<file path="src/rtl/instr_mem_loader.sv">
// Instruction memory with a self-clearing NOP fill, single-cycle registered fetch and a streamed program loader.
// Fetch latency 1 (IDLE only); loads stream in via ld_valid/ld_ready while LOAD, ending on ld_last or a full memory.
module instr_mem_loader #(
    parameter int                DATA_W   = 16,
    parameter int                ADDR_W   = 16,
    parameter int                DEPTH    = 16,
    parameter logic [DATA_W-1:0] NOP_WORD = '0,
    localparam int               IDX_W    = $clog2(DEPTH)
) (
    input  logic              clk,
    input  logic              rst,
    input  logic              fetch_en,
    input  logic [ADDR_W-1:0] fetch_addr,
    output logic [DATA_W-1:0] fetch_data,
    output logic              fetch_valid,
    input  logic              ld_start,
    input  logic [ADDR_W-1:0] ld_base,
    input  logic              ld_valid,
    input  logic [DATA_W-1:0] ld_data,
    input  logic              ld_last,
    output logic              ld_ready,
    output logic [IDX_W:0]    ld_count,
    output logic              busy,
    output logic              err_oob
);

    localparam int CNT_W = IDX_W + 1;

    typedef enum logic [1:0] {
        CLEAR = 2'd0,
        IDLE  = 2'd1,
        LOAD  = 2'd2
    } state_t;

    state_t             state_q, state_d;
    logic [IDX_W-1:0]   clr_idx_q, clr_idx_d;
    logic [IDX_W-1:0]   ptr_q, ptr_d;
    logic [CNT_W-1:0]   ld_count_q, ld_count_d;
    logic [DATA_W-1:0]  fetch_data_q, fetch_data_d;
    logic               fetch_valid_q, fetch_valid_d;
    logic               err_oob_q, err_oob_d;

    logic [DATA_W-1:0]  mem_q [DEPTH];
    logic               mem_we;
    logic [IDX_W-1:0]   mem_waddr;
    logic [DATA_W-1:0]  mem_wdata;

    logic               fetch_oob;
    logic [IDX_W-1:0]   fetch_idx;
    logic               unused_ld_base_hi;

    assign fetch_idx         = fetch_addr[IDX_W-1:0];
    assign fetch_oob         = (fetch_addr[ADDR_W-1:IDX_W] != '0);
    // Load base is taken modulo DEPTH; its upper bits carry no meaning.
    assign unused_ld_base_hi = ^ld_base[ADDR_W-1:IDX_W];

    always_comb begin
        state_d       = state_q;
        clr_idx_d     = clr_idx_q;
        ptr_d         = ptr_q;
        ld_count_d    = ld_count_q;
        fetch_valid_d = 1'b0;
        fetch_data_d  = fetch_data_q;
        err_oob_d     = err_oob_q;
        mem_we        = 1'b0;
        mem_waddr     = clr_idx_q;
        mem_wdata     = NOP_WORD;

        case (state_q)
            CLEAR: begin
                mem_we    = 1'b1;
                clr_idx_d = clr_idx_q + 1'b1;
                if (clr_idx_q == IDX_W'(DEPTH - 1)) begin
                    state_d = IDLE;
                end
            end
            IDLE: begin
                if (fetch_en) begin
                    fetch_valid_d = 1'b1;
                    if (fetch_oob) begin
                        fetch_data_d = NOP_WORD;
                        err_oob_d    = 1'b1;
                    end else begin
                        fetch_data_d = mem_q[fetch_idx];
                    end
                end
                if (ld_start) begin
                    ptr_d      = ld_base[IDX_W-1:0];
                    ld_count_d = '0;
                    state_d    = LOAD;
                end
            end
            LOAD: begin
                if (ld_valid) begin
                    mem_we     = 1'b1;
                    mem_waddr  = ptr_q;
                    mem_wdata  = ld_data;
                    ptr_d      = ptr_q + 1'b1;
                    ld_count_d = ld_count_q + 1'b1;
                    // A full memory ends the load even without ld_last.
                    if (ld_last || (ld_count_q == CNT_W'(DEPTH - 1))) begin
                        state_d = IDLE;
                    end
                end
            end
            default: begin
                state_d = CLEAR;
            end
        endcase
    end

    always_ff @(posedge clk) begin
        if (rst) begin
            state_q       <= CLEAR;
            clr_idx_q     <= '0;
            ptr_q         <= '0;
            ld_count_q    <= '0;
            fetch_valid_q <= 1'b0;
            fetch_data_q  <= NOP_WORD;
            err_oob_q     <= 1'b0;
        end else begin
            state_q       <= state_d;
            clr_idx_q     <= clr_idx_d;
            ptr_q         <= ptr_d;
            ld_count_q    <= ld_count_d;
            fetch_valid_q <= fetch_valid_d;
            fetch_data_q  <= fetch_data_d;
            err_oob_q     <= err_oob_d;
        end
    end

    always_ff @(posedge clk) begin
        if (!rst && mem_we) begin
            mem_q[mem_waddr] <= mem_wdata;
        end
    end

    assign fetch_data  = fetch_data_q;
    assign fetch_valid = fetch_valid_q;
    assign ld_ready    = (state_q == LOAD);
    assign ld_count    = ld_count_q;
    assign busy        = (state_q == CLEAR) | (state_q == LOAD);
    assign err_oob     = err_oob_q;

endmodule
</file>
<file path="config.mk">
export PLATFORM = sky130hd
export DESIGN_NAME = instr_mem_loader
export DESIGN_NICKNAME = d
export VERILOG_FILES = /design/src/rtl/instr_mem_loader.sv
export SDC_FILE = /design/constraint.sdc
export NUM_CORES = 1
export LEC_CHECK = 0
export CORE_UTILIZATION = 59
export DETAILED_ROUTE_END_ITERATION = 12
export GPL_TIMING_DRIVEN = 0
export PLACE_DENSITY_LB_ADDON = 0.08
export SLEW_MARGIN = 10
export SYNTH_ARGS = -nofsm -noshare
export SYNTH_HDL_FRONTEND = slang
export SYNTH_SLANG_ARGS = --single-unit
</file>
<file path="constraint.sdc">
create_clock -name clk -period 3.9 [get_ports clk]
set_input_delay 0.78 -clock clk [delete_from_list [all_inputs] [get_ports clk]]
set_output_delay 0.78 -clock clk [all_outputs]
set_load 0.02 [all_outputs]
</file>
[After elaboration in Yosys (flattened, before gate mapping)]
Memories as Yosys holds them, arrays and structs flattened.
Cells that the tools add are included.
Cells by class
  reductions and logical operators: 11
  bitwise gates (word level): 2
  muxes and demuxes: 21
  add/sub/neg operators: 3
  equality and inequality tests: 8
Operator list (count)
  $mux 16: 3
  $mux 4: 4
  $reduce_bool 12->1: 1
  $mux 5: 2
  $pmux 5 s2: 1
  $add 4x1->4 const B: 2
  $mux 2: 4
  $pmux 4 s2: 1
  $ne 2x2->1 const B: 3
  $pmux 2 s3: 1
  $reduce_and 3->1: 2
  $add 5x1->5 const B: 1
  $eq 5x4->1 const B: 1
  $eq 4x4->1 const B: 1
  $mux 1: 4
  $reduce_and 4->1: 1
  $eq 2x1->1 const B: 1
  $eq 2x2->1 const B: 1
  $logic_not 2->1: 1
  $ne 2x1->1 const B: 1
  $pmux 1 s2: 1
  $reduce_and 2->1: 1
  $reduce_bool 2->1: 1
  $reduce_or 2->1: 1
  5 further kinds: 5
Storage, ports and cells
  word-level logic and storage cells: 53
  register bits: 33
  memory bits (writable): 256
  output and inout port bits: 25
  memories kept: 1
  input port bits: 54
Memories
  mem_q: depth 16, width 16, rd ports 1, clocked after Yosys merged registers in 0, wr ports 1, RTL line 43  | logic [DATA_W-1:0] mem_q [DEPTH];

[Logic depth before layout (Yosys ltp)]
Gate-level depths: netlist of run 1.
  word-level depth: 5
  mapped depth: 7
  mapped depth without buffers: 6

[Worst setup path before layout of run 1]
OpenSTA, ideal clock, no wires.
  path kind: in2reg
  start: input port ld_valid
  end: memory mem_q[0][0], enable pin
  cell stages on the path: 4
  slack: 0.903 ns
  arrival: 2.609 ns
  data required time: 3.512 ns
  buffers on the path: 0
  library setup time: 0.388 ns
  cell sequence: and3b_1 -> mux2i_1 -> or4b_2 -> nor2_1
Between the ends
  word-level cells in the longest chain between the ends: 5
  elaborated cells on any way between the ends: 7
  those cells by class: mux: 6; reduce/logical: 1
Ends and longest elaborated chain
  start: declaration: RTL line 18  | input logic ld_valid,
  $mux 1: RTL line 94  | if (ld_valid) begin
  $pmux 1 s2: RTL line 69  | case (state_q)
  $logic_and 1x1->1: RTL line 133  | if (!rst && mem_we) begin
  $mux 1: RTL line 133
  $mux 1 (not written as such): RTL line 134  | mem_q[mem_waddr] <= mem_wdata;
  end: declaration: RTL line 43
Several ways; a longest one is shown, not always the timed one.

[Worst setup path in the final report of run 1]
  start: register state_q[0]
  end: output port ld_ready
Between the ends
  word-level cells in the longest chain between the ends: 1
Ends and longest elaborated chain
  start: declaration: RTL line 35  | state_t state_q, state_d;
  start signal: assignment: RTL line 122  | state_q <= state_d;
  $eq 2x2->1: RTL line 140  | assign ld_ready = (state_q == LOAD);
  end: declaration: RTL line 21  | output logic ld_ready,
Every way passes these cells.

==> summary.txt, run 1 <==
Routing
  – First drt pass iteration count: 5
  – DRC Markers: 0
  – WL per Instance: 24.8 um
  – Routed WL: around 24,000 um
  – Vias post-DR: 5,933
  – Routed Antenna Nets: 0
  – Avg Vias per Cell: approximately 6.1
  – Initial DRC count: 435

Floorplan
  – Die span in x: 142 um
  – Core area: 19,000 sq um
  – Die height: 142 um
  – Starting Density: 0.608
  – Rows: 50
  – Num ports: 79
  – Die area: around 20,000 sq um

Setup path
  – Crit Path Category: flip-flop to primary output
  – Startpoint types: flip-flop
  – CP Depth: 5
  – Critical path cell sequence: clkbuf_1, nand2b_1, clkbuf_1, inv_1, clkdlybuf4s50_1
  – Buf/Inv on CP: 4
  – Required time worst endpoint: 3.12 ns
  – Most used cell, CP: clkbuf_1
  – CP max FO: 10
  – Slowest-stage cell, CP: clkdlybuf4s50_1
  – Top delay family on crit path: buffers and inverters
  – R2R Path End: mem_q[14][0]
  – Worst Setup End Kind: primary output
  – Worst path arrival time: ~2.5 ns
  – Critical Path End: ld_ready
  – Source of the critical timing path: state_q[0]
  – Reg2reg start: state_q[0]
  – Max incr delay on CP: approximately 0.57 ns
  – FF-to-FF setup slack: 1.20 ns
  – Cell depth of the worst flop-to-flop path: 5

Clocking
  – Htree depth: 1
  – Root Buffer: clkbuf_16
  – Clock Latency Late Sink: 0.53 ns
  – Clock transition at path regs: 0.06 ns
  – CTS tree: built
  – # hold bufs at CTS: 0
  – Clock Tree Buf Depth: 3
  – Setup Fix Bufs, Post-CTS: 0
  – CTS buffer count: 27
  – Clk sink count: 289
  – Post-CTS resize count: 0

Synth
  – Synth top cells by count: 256 x edfxtp_1, 37 x mux4_2, 34 x nor2_1
  – Syn avg cell area: 19.8 sq um
  – Syn Nets: 641
  – Top cells by area, synth: edfxtp_1 67%, mux4_2 7.2%, mux4_1 6.2%
  – EDFF count, synth: 256
  – FF+latch count, synth: 289
  – Post-synthesis sequential area ratio: 0.724
  – Leading area contributor after synthesis: edfxtp_1
  – Synth Cell Area: 11,500 sq um
  – Synth warnings: 0
  – Post-synth ARST share: 0
  – Yosys top cell area share: 0.667
  – Cells after Synth: 583
  – Most frequent cell after synthesis: edfxtp_1
  – Ys flop type: edfxtp_1
  – Cell variety after synth: 51

Place
  – Dpl cell area: between 10,000 and 15,000 sq um
  – Placed cell count: between 900 and 1,000
  – Dpl hpwl: roughly 16,000 um
  – Port Buffers: 62
  – Gpl congestion: 0.841
  – Setup slack at placement: about 0.33 ns

Cells and area
  – Finished Cell Area: 13,600 sq um
  – Area Overhead vs Synth: 18.2%
  – Nets: 748
  – Ant diodes: 0
  – Post-Layout Cell Count: 971
  – Share of cells above drive strength 1: 0.210

Job
  – Max_cap viols: 0

Timing
  – Clock skew: 0.0138 ns
  – Final worst-path cycle share: 0.830
  – TNS Setup: 0 ns
  – Setup ws final: 0.664 ns
  – Final Hold Vio Count: 0
  – Period minus WS final: 3.24 ns
  – Max-Slew Margin vs Limit: 0.465
  – Final setup fails: 0
  – Max Fclk: 309 MHz
  – Hold Slack: 0.484 ns
  – Final Max Tran Viols: 0
  – Least-Margin Pin Slew: 0.799 ns
  – RSZ-0062 raised after global routing: false

Power
  – VDD IR max: around 410 uV
  – Power per cell area: about 460 nW/um^2
  – Flop pwr share: 0.542
  – Clk pwr share: 0.414
  – Switch share: 0.194
  – Pint: 5.00 mW
  – Power share of the combinational group: 0.044
  – Leakage: between 5 and 6 nW
  – Net Sw Power: approximately 1.2 mW

Outcome
  – Status: completed

Global routing
  – Largest net degree at the start of global routing: 17
  – Total gr overflow: 0
  – Total GRT Usage: 0.252
  – Initial antenna violation count: 0
  – Global-route wire length before repair: ~37,000 um
  – Number of global-route vias before repair: 6,304

Worst hold path
  – Tightest Hold Check Type: flip-flop to flip-flop
[worst min path at each step]
stage                                end      startpoint  cells after the start  slack [ns]
final                      fetch_data[7]   fetch_data[7]                      2        0.48
after detailed placement         err_oob         err_oob                      2        0.46
after global routing       fetch_data[9]   fetch_data[9]                      2        0.51
after global placement     fetch_data[8]   fetch_data[8]                      2        0.46
after CTS                 fetch_data[15]  fetch_data[15]                      2        0.49
after floorplan                 ptr_q[2]        ptr_q[2]                      2        0.48
[stage by stage]
stage	total power, mW	util
6_report	6.21	0.719
5_1_grt	6.39	0.719
4_1_cts	6.25	0.719
3_5_place_dp	3.71	0.673
3_3_place_gp	3.68	0.658
2_1_floorplan	3.59	-
[area by class of cell]
cell class / instances / area (sq um)
multi-input cells: 255 / 2900
clock buffers: 43 / 786
plain buffers: 33 / 298
repair buffers: 78 / 860
clock inverters: 7 / 87.6
fillers: 1148 / 5330
well taps: 260 / 325
flip-flops and latches: 289 / 8350
inverters: 6 / 22.5
[cells in the final DEF (no fill, tap or decap), drive strengths merged, types with 2 or more instances in the layout]
master         instances
nor3b                  2
edfxtp               256
nor3                   4
dfxtp                 33
a31oi                  5
ha                     4
a32oi                 15
buf                   27
nand4                  2
nand2b                 4
inv                    7
a21oi                  7
clkinv                 4
clkdlybuf4s50         62
nor4                   3
mux2                  16
or2                    2
mux4                  64
o21ai                 21
nand2                  8
clkbuf                64
nor2                  34
bufinv                 2
and3b                  3
xor2                   4
nand3                  4
and2                  19
nor2b                  2
mux2i                 18
[sequential cells by signal (all words and copies together), names as in the netlist]
| register | count |
|---|---|
| ld_count | 5 |
| ptr_q | 4 |
| fetch_valid | 1 |
| clr_idx_q | 4 |
| fetch_data | 16 |
| err_oob | 1 |
| state_q | 2 |
| mem_q | 256 |
[metal layers]
layer  part of all wire  wire (um)  global-route usage
met1               0.43      10200               0.354
met2               0.50      12000               0.417
met3              0.059       1410              0.0341
met4              0.018        440              0.0775
met5                  0          0                   0
[logic make-up (layout without fill, tap and decap cells)]
kind of cell,Yosys count,after routing,synth area share
DFF,289,289,0.724
buffers and inverters,39,167,0.0278
adders and majority gates,4,4,0.00434
and+or+nand+nor,93,93,0.0435
muxes,98,98,0.165
AOI/OAI and AO/OA,55,55,0.0313
xor gates and xnor gates,5,5,0.00380
[worst min-delay path, stage by stage (launching register included)]
cell and delay, ns:
dfxtp_1 0.33, a32oi_1 0.05, o21ai_1 0.06
[power by group through the flow]
stage,clock network [mW],logic (mW),registers (mW)
2_1_floorplan,0,0.158,3.43
3_3_place_gp,0,0.249,3.43
3_5_place_dp,0,0.276,3.43
4_1_cts,2.61,0.277,3.36
5_1_grt,2.73,0.289,3.36
6_report,2.57,0.274,3.36
(Power assumes the default switching activity.)
==> inputs of run 2 (changes only) <==
- CORE_UTILIZATION: 59 -> 53
- clock period: 3.9 -> 2.7 ns (I/O delays scaled with it)
==> run 2 against run 1 <==
Sequential power increased by 45%. Design area increased by 1.8%. Sequential share of layout area decreased by 1.1 points. Via count increased by 0.10%. Die area increased by 11%. Global-route usage decreased by 2.5 points. Final cell count increased by 2.1%. Combinational power increased by 49%. Register-to-register slack got worse by 0.91 ns. Non-clock buffer count increased by 3. Clock skew decreased by 0.0073 ns. Largest cell class unchanged. Largest power group unchanged. Highest routed layer unchanged.
==> summary.txt, run 2 (synthesized netlist as in run 1, its figures left out) <==
Cells and area
  – Share of cells above drive strength 1: 0.233
  – Fillers: around 1,400
  – Max reg flops: 256
  – Largest register by flop count: mem_q
  – Multi-input logic area: 2970 sq um
  – Storage element area: 8350 sq um
  – Post-Layout Cell Count: between 900 and 1,000
  – Nets: 752
  – Area Overhead vs Synth: 20.4%
  – Commonest non-fill, non-tap cells in the layout: 256 x edfxtp_1, 61 x clkdlybuf4s50_1, 37 x mux4_2
  – Most common cell after layout, fill and taps aside: edfxtp_1
  – Ant diodes: 0

Routing
  – Routed WL: 24,200 um
  – Routed Antenna Nets: 0
  – First drt pass iteration count: 5
  – Avg Vias per Cell: approximately 6.0
  – DRC Markers: 0
  – Vias post-DR: roughly 5,900
  – Initial DRC count: 446
  – WL per Instance: roughly 24 um

Power
  – Clk pwr share: 0.435
  – VDD IR max: 423 uV
  – Flop pwr share: 0.522
  – Net Sw Power: 1.79 mW
  – Leakage: 5.12 nW
  – Power share of the combinational group: 0.044
  – Power per cell area: 671 nW/um^2
  – Switch share: 0.192
  – Power Total: slightly above 9 mW
  – Pint: about 7.5 mW

Setup path
  – Max incr delay on CP: 0.60 ns
  – Crit Path Category: input pin to flip-flop
  – Required time worst endpoint: 2.94 ns
  – CP max FO: 16
  – Top delay family on crit path: buffers and inverters
  – Worst path arrival time: approximately 2.8 ns
  – Startpoint types: input pin
  – Critical path cell sequence: clkdlybuf4s50_1, and3b_1, buf_1, clkbuf_1, and2_1
  – Reg2reg start: state_q[0]
  – Cell depth of the worst flop-to-flop path: 5
  – Source of the critical timing path: ld_valid
  – Buf/Inv on CP: 3
  – R2R Path End: mem_q[4][10]
  – FF-to-FF setup slack: 0.29 ns
  – Worst Setup End Kind: flip-flop
  – Slowest-stage cell, CP: and2_1

Timing
  – Setup ws final: 0.143 ns
  – Clock skew: 0.00653 ns
  – Period minus WS final: around 2.6 ns
  – RSZ-0062 raised after global routing: true
  – Hold Slack: 0.371 ns
  – Final Hold Vio Count: 0
  – Max Fclk: 391 MHz
  – Final Max Tran Viols: 0
  – Least-Margin Pin Slew: 0.822 ns
  – Final setup fails: 0
  – Final worst-path cycle share: 0.947
  – TNS Setup: 0 ns
  – Max-Slew Margin vs Limit: 0.450

Clocking
  – Clock Latency Late Sink: 0.53 ns
  – CTS buffer count: 28
  – Clock Tree Buf Depth: 3
  – Htree depth: 1
  – Clock transition at path regs: approximately 0.06 ns
  – # hold bufs at CTS: 0
  – CTS tree: built
  – Root Buffer: clkbuf_16
  – Clk sink count: just under 300

Floorplan
  – Die area: 22,300 sq um
  – Starting Density: 0.545
  – Die height: 149 um
  – Num ports: 79
  – Core area: 21,200 sq um
  – Rows: 53
  – Die span in x: 149 um

Place
  – Gpl congestion: 0.817
  – Port Buffers: between 60 and 70
  – Placed cell count: between 900 and 1,000
  – Setup slack at placement: -0.750 ns
  – Dpl hpwl: 16,400 um

Outcome
  – Status: completed

Worst hold path
  – Hold EP: fetch_data[8]
  – Tightest Hold Check Type: input pin to flip-flop
  – Worst hold stages: 3
  – Hold_sp: fetch_addr[3]

Global routing
  – Largest net degree at the start of global routing: 17
  – Total gr overflow: 0
  – Number of global-route vias before repair: 5,999
  – Global-route wire length before repair: 36,500 um
  – Initial antenna violation count: 0
  – Total GRT Usage: 0.227

Job
  – Max_cap viols: 0
run 2: how the worst max path moves through the flow:
| stage | to | cells past startpoint | slack, ns |
|---|---|---|---|
| floorplan | mem_q[0][0] | 4 | -0.06 |
| global placement | mem_q[0][9] | 5 | -1.48 |
| CTS | mem_q[5][11] | 7 | -0.03 |
| detailed placement | mem_q[1][9] | 6 | -0.75 |
| finish | mem_q[4][4] | 5 | 0.14 |
| global route | mem_q[15][13] | 5 | -0.01 |
run 2: worst reg2reg max path, stage by stage, from the launching register on:
cell	delay [ns]
dfxtp_1	0.38
and3b_1	0.24
mux2i_1	0.17
or4_1	0.67
nor2_2	0.43
buf_8	0.23
run 2: cell type report:
| type | count | share of cell area |
|---|---|---|
| tap | 275 | 0.0248 |
| inverter | 6 | 0.00162 |
| multi-input combinational | 255 | 0.214 |
| clock buffer | 45 | 0.0624 |
| timing repair buffer | 82 | 0.0662 |
| clock inverter | 7 | 0.00829 |
| sequential | 289 | 0.602 |
| buffer | 32 | 0.0214 |
run 2: metrics by stage:
step	utilization	area, sq um
final	0.656	13900
after global placement	0.591	12500
after detailed placement	0.604	12800
after CTS	0.654	13800
after floorplan	-	11500
after global routing	0.656	13900
run 2: timing repair:
action / 4_1_cts / 5_1_grt
hold endpoints to repair: 0 / 0
resized for setup: 8 / 10
setup endpoints to repair: 55 / 85
pin swaps: 3 / 0
buffers inserted: 4 / 0
run 2: layer usage:
layer | global-route usage | part of all wire
met5 | 0 | 0
met1 | 0.323 | 0.43
met4 | 0.0571 | 0.018
met2 | 0.378 | 0.50
met3 | 0.0259 | 0.057
run 2: power by group through the flow:
stage / Sequential, mW / Clock, mW / Combinational [mW]
3_5_place_dp: 4.95 / 0 / 0.394
2_1_floorplan: 4.95 / 0 / 0.228
3_3_place_gp: 4.95 / 0 / 0.366
4_1_cts: 4.86 / 4.10 / 0.410
5_1_grt: 4.86 / 4.27 / 0.433
6_report: 4.86 / 4.05 / 0.408
==> inputs of run 3 (changes only) <==
- REMOVE_ABC_BUFFERS: not set -> 1
==> run 3 against run 2 <==
The flow now finishes with violations (setup timing). Clock power rose by 5.9%. Die area stayed put. Combinational power fell by 2%. Sequential power hardly changed. Largest cell class unchanged. Critical path depth rose by 1. Clock skew increased by 0.0032 ns. Critical path type unchanged.
==> summary.txt, run 3 (synthesized netlist as in run 1, its figures left out) <==
Floorplan
  – Die area: 22,300 sq um
  – Die span in x: 149 um
  – Core area: 21,200 sq um
  – Die height: 149 um
  – Starting Density: 0.545
  – Num ports: between 70 and 80
  – Rows: 53

Global routing
  – Global-route wire length before repair: 35,900 um
  – Total gr overflow: 0
  – Number of global-route vias before repair: 5,984
  – Total GRT Usage: 0.225
  – Largest net degree at the start of global routing: between 50 and 60
  – Initial antenna violation count: 1

Routing
  – Avg Vias per Cell: 6.02
  – Initial DRC count: 496
  – Routed WL: 24,200 um
  – DRC Markers: 0
  – Vias post-DR: 5,841
  – WL per Instance: roughly 25 um
  – Routed Antenna Nets: 0
  – First drt pass iteration count: 8

Setup path
  – Critical path cell sequence: clkdlybuf4s50_1, and3b_4, mux2i_1, or4_1, nor2_2, buf_8
  – Startpoint types: input pin
  – Reg2reg start: state_q[0]
  – CP max FO: 10
  – Cell depth of the worst flop-to-flop path: 5
  – Worst path arrival time: 2.94 ns
  – R2R Path End: mem_q[6][0]
  – Slowest-stage cell, CP: or4_1
  – Required time worst endpoint: 2.94 ns
  – FF-to-FF setup slack: ~0.08 ns
  – Max incr delay on CP: 0.63 ns
  – Worst Setup End Kind: flip-flop
  – Crit Path Category: input pin to flip-flop

Clocking
  – CTS buffer count: 29
  – Clock transition at path regs: 0.06 ns
  – Root Buffer: clkbuf_16
  – # hold bufs at CTS: 0
  – Htree depth: 1
  – Clock Latency Late Sink: 0.54 ns
  – Clock Tree Buf Depth: 3
  – Clk sink count: 289
  – CTS tree: built

Worst hold path
  – Worst hold stages: 2
  – Tightest Hold Check Type: flip-flop to flip-flop
  – Hold EP: fetch_data[6]
  – Hold_sp: fetch_data[6]

Timing
  – Period minus WS final: approximately 2.7 ns
  – Max Fclk: ~370 MHz
  – RSZ-0062 raised after global routing: true
  – Final worst-path cycle share: 1.00
  – Final Hold Vio Count: 0
  – Least-Margin Pin Slew: 1.10 ns
  – Clock skew: 0.00974 ns
  – Final setup fails: 4
  – Max-Slew Margin vs Limit: 0.263
  – Setup ws final: -0.00469 ns
  – Hold Slack: between 0.4 and 0.5 ns
  – Final Max Tran Viols: 0

Place
  – Dpl cell area: 12,700 sq um
  – Gpl congestion: about 0.72
  – Dpl hpwl: 14,500 um
  – Port Buffers: 66
  – Setup slack at placement: -1.30 ns

Power
  – Leakage: 5.08 nW
  – Power per cell area: 689 nW/um^2
  – VDD IR max: 437 uV

Cells and area
  – Area Overhead vs Synth: 20.2%
  – Largest register by flop count: mem_q
  – Fillers: 1,413
  – Multi-input logic area: 2950 sq um
  – Nets: 731
  – Share of cells above drive strength 1: 0.227
  – Max reg flops: roughly 260
  – Core Util, Final: 0.655
  – Finished Cell Area: 13,900 sq um
  – Storage element area: 8350 sq um
  – Ant diodes: 0
  – Most common cell after layout, fill and taps aside: edfxtp_1
  – Commonest non-fill, non-tap cells in the layout: 256 x edfxtp_1, 62 x clkdlybuf4s50_1, 37 x mux4_2

Outcome
  – Violated checks: setup timing
  – Status: complete, but fails checks

Job
  – Max_cap viols: 0
[run 3: changes by cell type in the layout (fill, tap and decap cells not counted), sizes merged]
| cell | before | now |
|---|---|---|
| clkdlybuf4s50 | 61 | 62 |
| inv | 6 | 7 |
| clkinv | 2 | 7 |
| and3b | 3 | 4 |
| clkdlybuf4s15 | 1 | 0 |
| clkinvlp | 2 | 3 |
| buf | 32 | 28 |
| bufinv | 3 | 5 |
| clkbuf | 64 | 38 |
[run 3: cell type report]
type	instances	share of cell area
clock buffers	38	0.0599
clock inverters	16	0.0161
inverters	6	0.00163
multi-input cells	256	0.213
flip-flops and latches	289	0.603
well taps	275	0.0248
repair buffers	91	0.0818
[run 3: power breakdown]
| part | total, mW | switching, mW | internal [mW] |
|---|---|---|---|
| combinational | 0.398 | 0.191 | 0.207 |
| clock | 4.29 | 1.65 | 2.64 |
| sequential | 4.86 | 0.0144 | 4.84 |
| total | 9.54 | 1.85 | 7.69 |
[run 3: how the worst max path moves through the flow]
stage,from,to,slack [ns],depth (start not counted)
5_1_grt,ld_valid,mem_q[6][5],-0.05,6
4_1_cts,rst,mem_q[6][11],-0.03,4
3_5_place_dp,ld_valid,mem_q[2][0],-1.30,6
6_report,ld_valid,mem_q[6][0],-0.005,6
3_3_place_gp,fetch_addr[0],fetch_data[9],-3.11,5
2_1_floorplan,ld_valid,mem_q[0][0],-0.46,4
[run 3: layer usage]
| metal | vias up | GRT usage | part of all wire |
|---|---|---|---|
| met1 | 3029 | 0.294 | 0.41 |
| met5 | - | 0 | 0 |
| li1 | 2587 | - | - |
| met2 | 180 | 0.391 | 0.52 |
| met4 | 0 | 0.0628 | 0.021 |
| met3 | 45 | 0.0384 | 0.054 |
[run 3: stage by stage]
step                setup TNS (ns)  total power [mW]  std cells
global placement           -696.51              5.31        891
CTS                         -0.535              9.61        971
detailed placement         -251.99              5.33        911
finish                     -0.0162              9.54        971
floorplan                   -45.66              5.11        550
global route                -0.912              9.82        971
[run 3: critical path: cells and delay by family]
family                 cells  cell delay (ns)
buffers and inverters      2             0.85
AND/OR/NAND/NOR            3             1.43
multiplexers               1             0.12
[run 3: what timing repair did]
| item | CTS | global route |
|---|---|---|
| setup buffers | 5 | 0 |
| resized for setup | 8 | 5 |
| hold endpoints to repair | 0 | 0 |
| pin swaps | 4 | 0 |
| gates cloned | 1 | 0 |
| endpoints found under the setup margin | 273 | 132 |
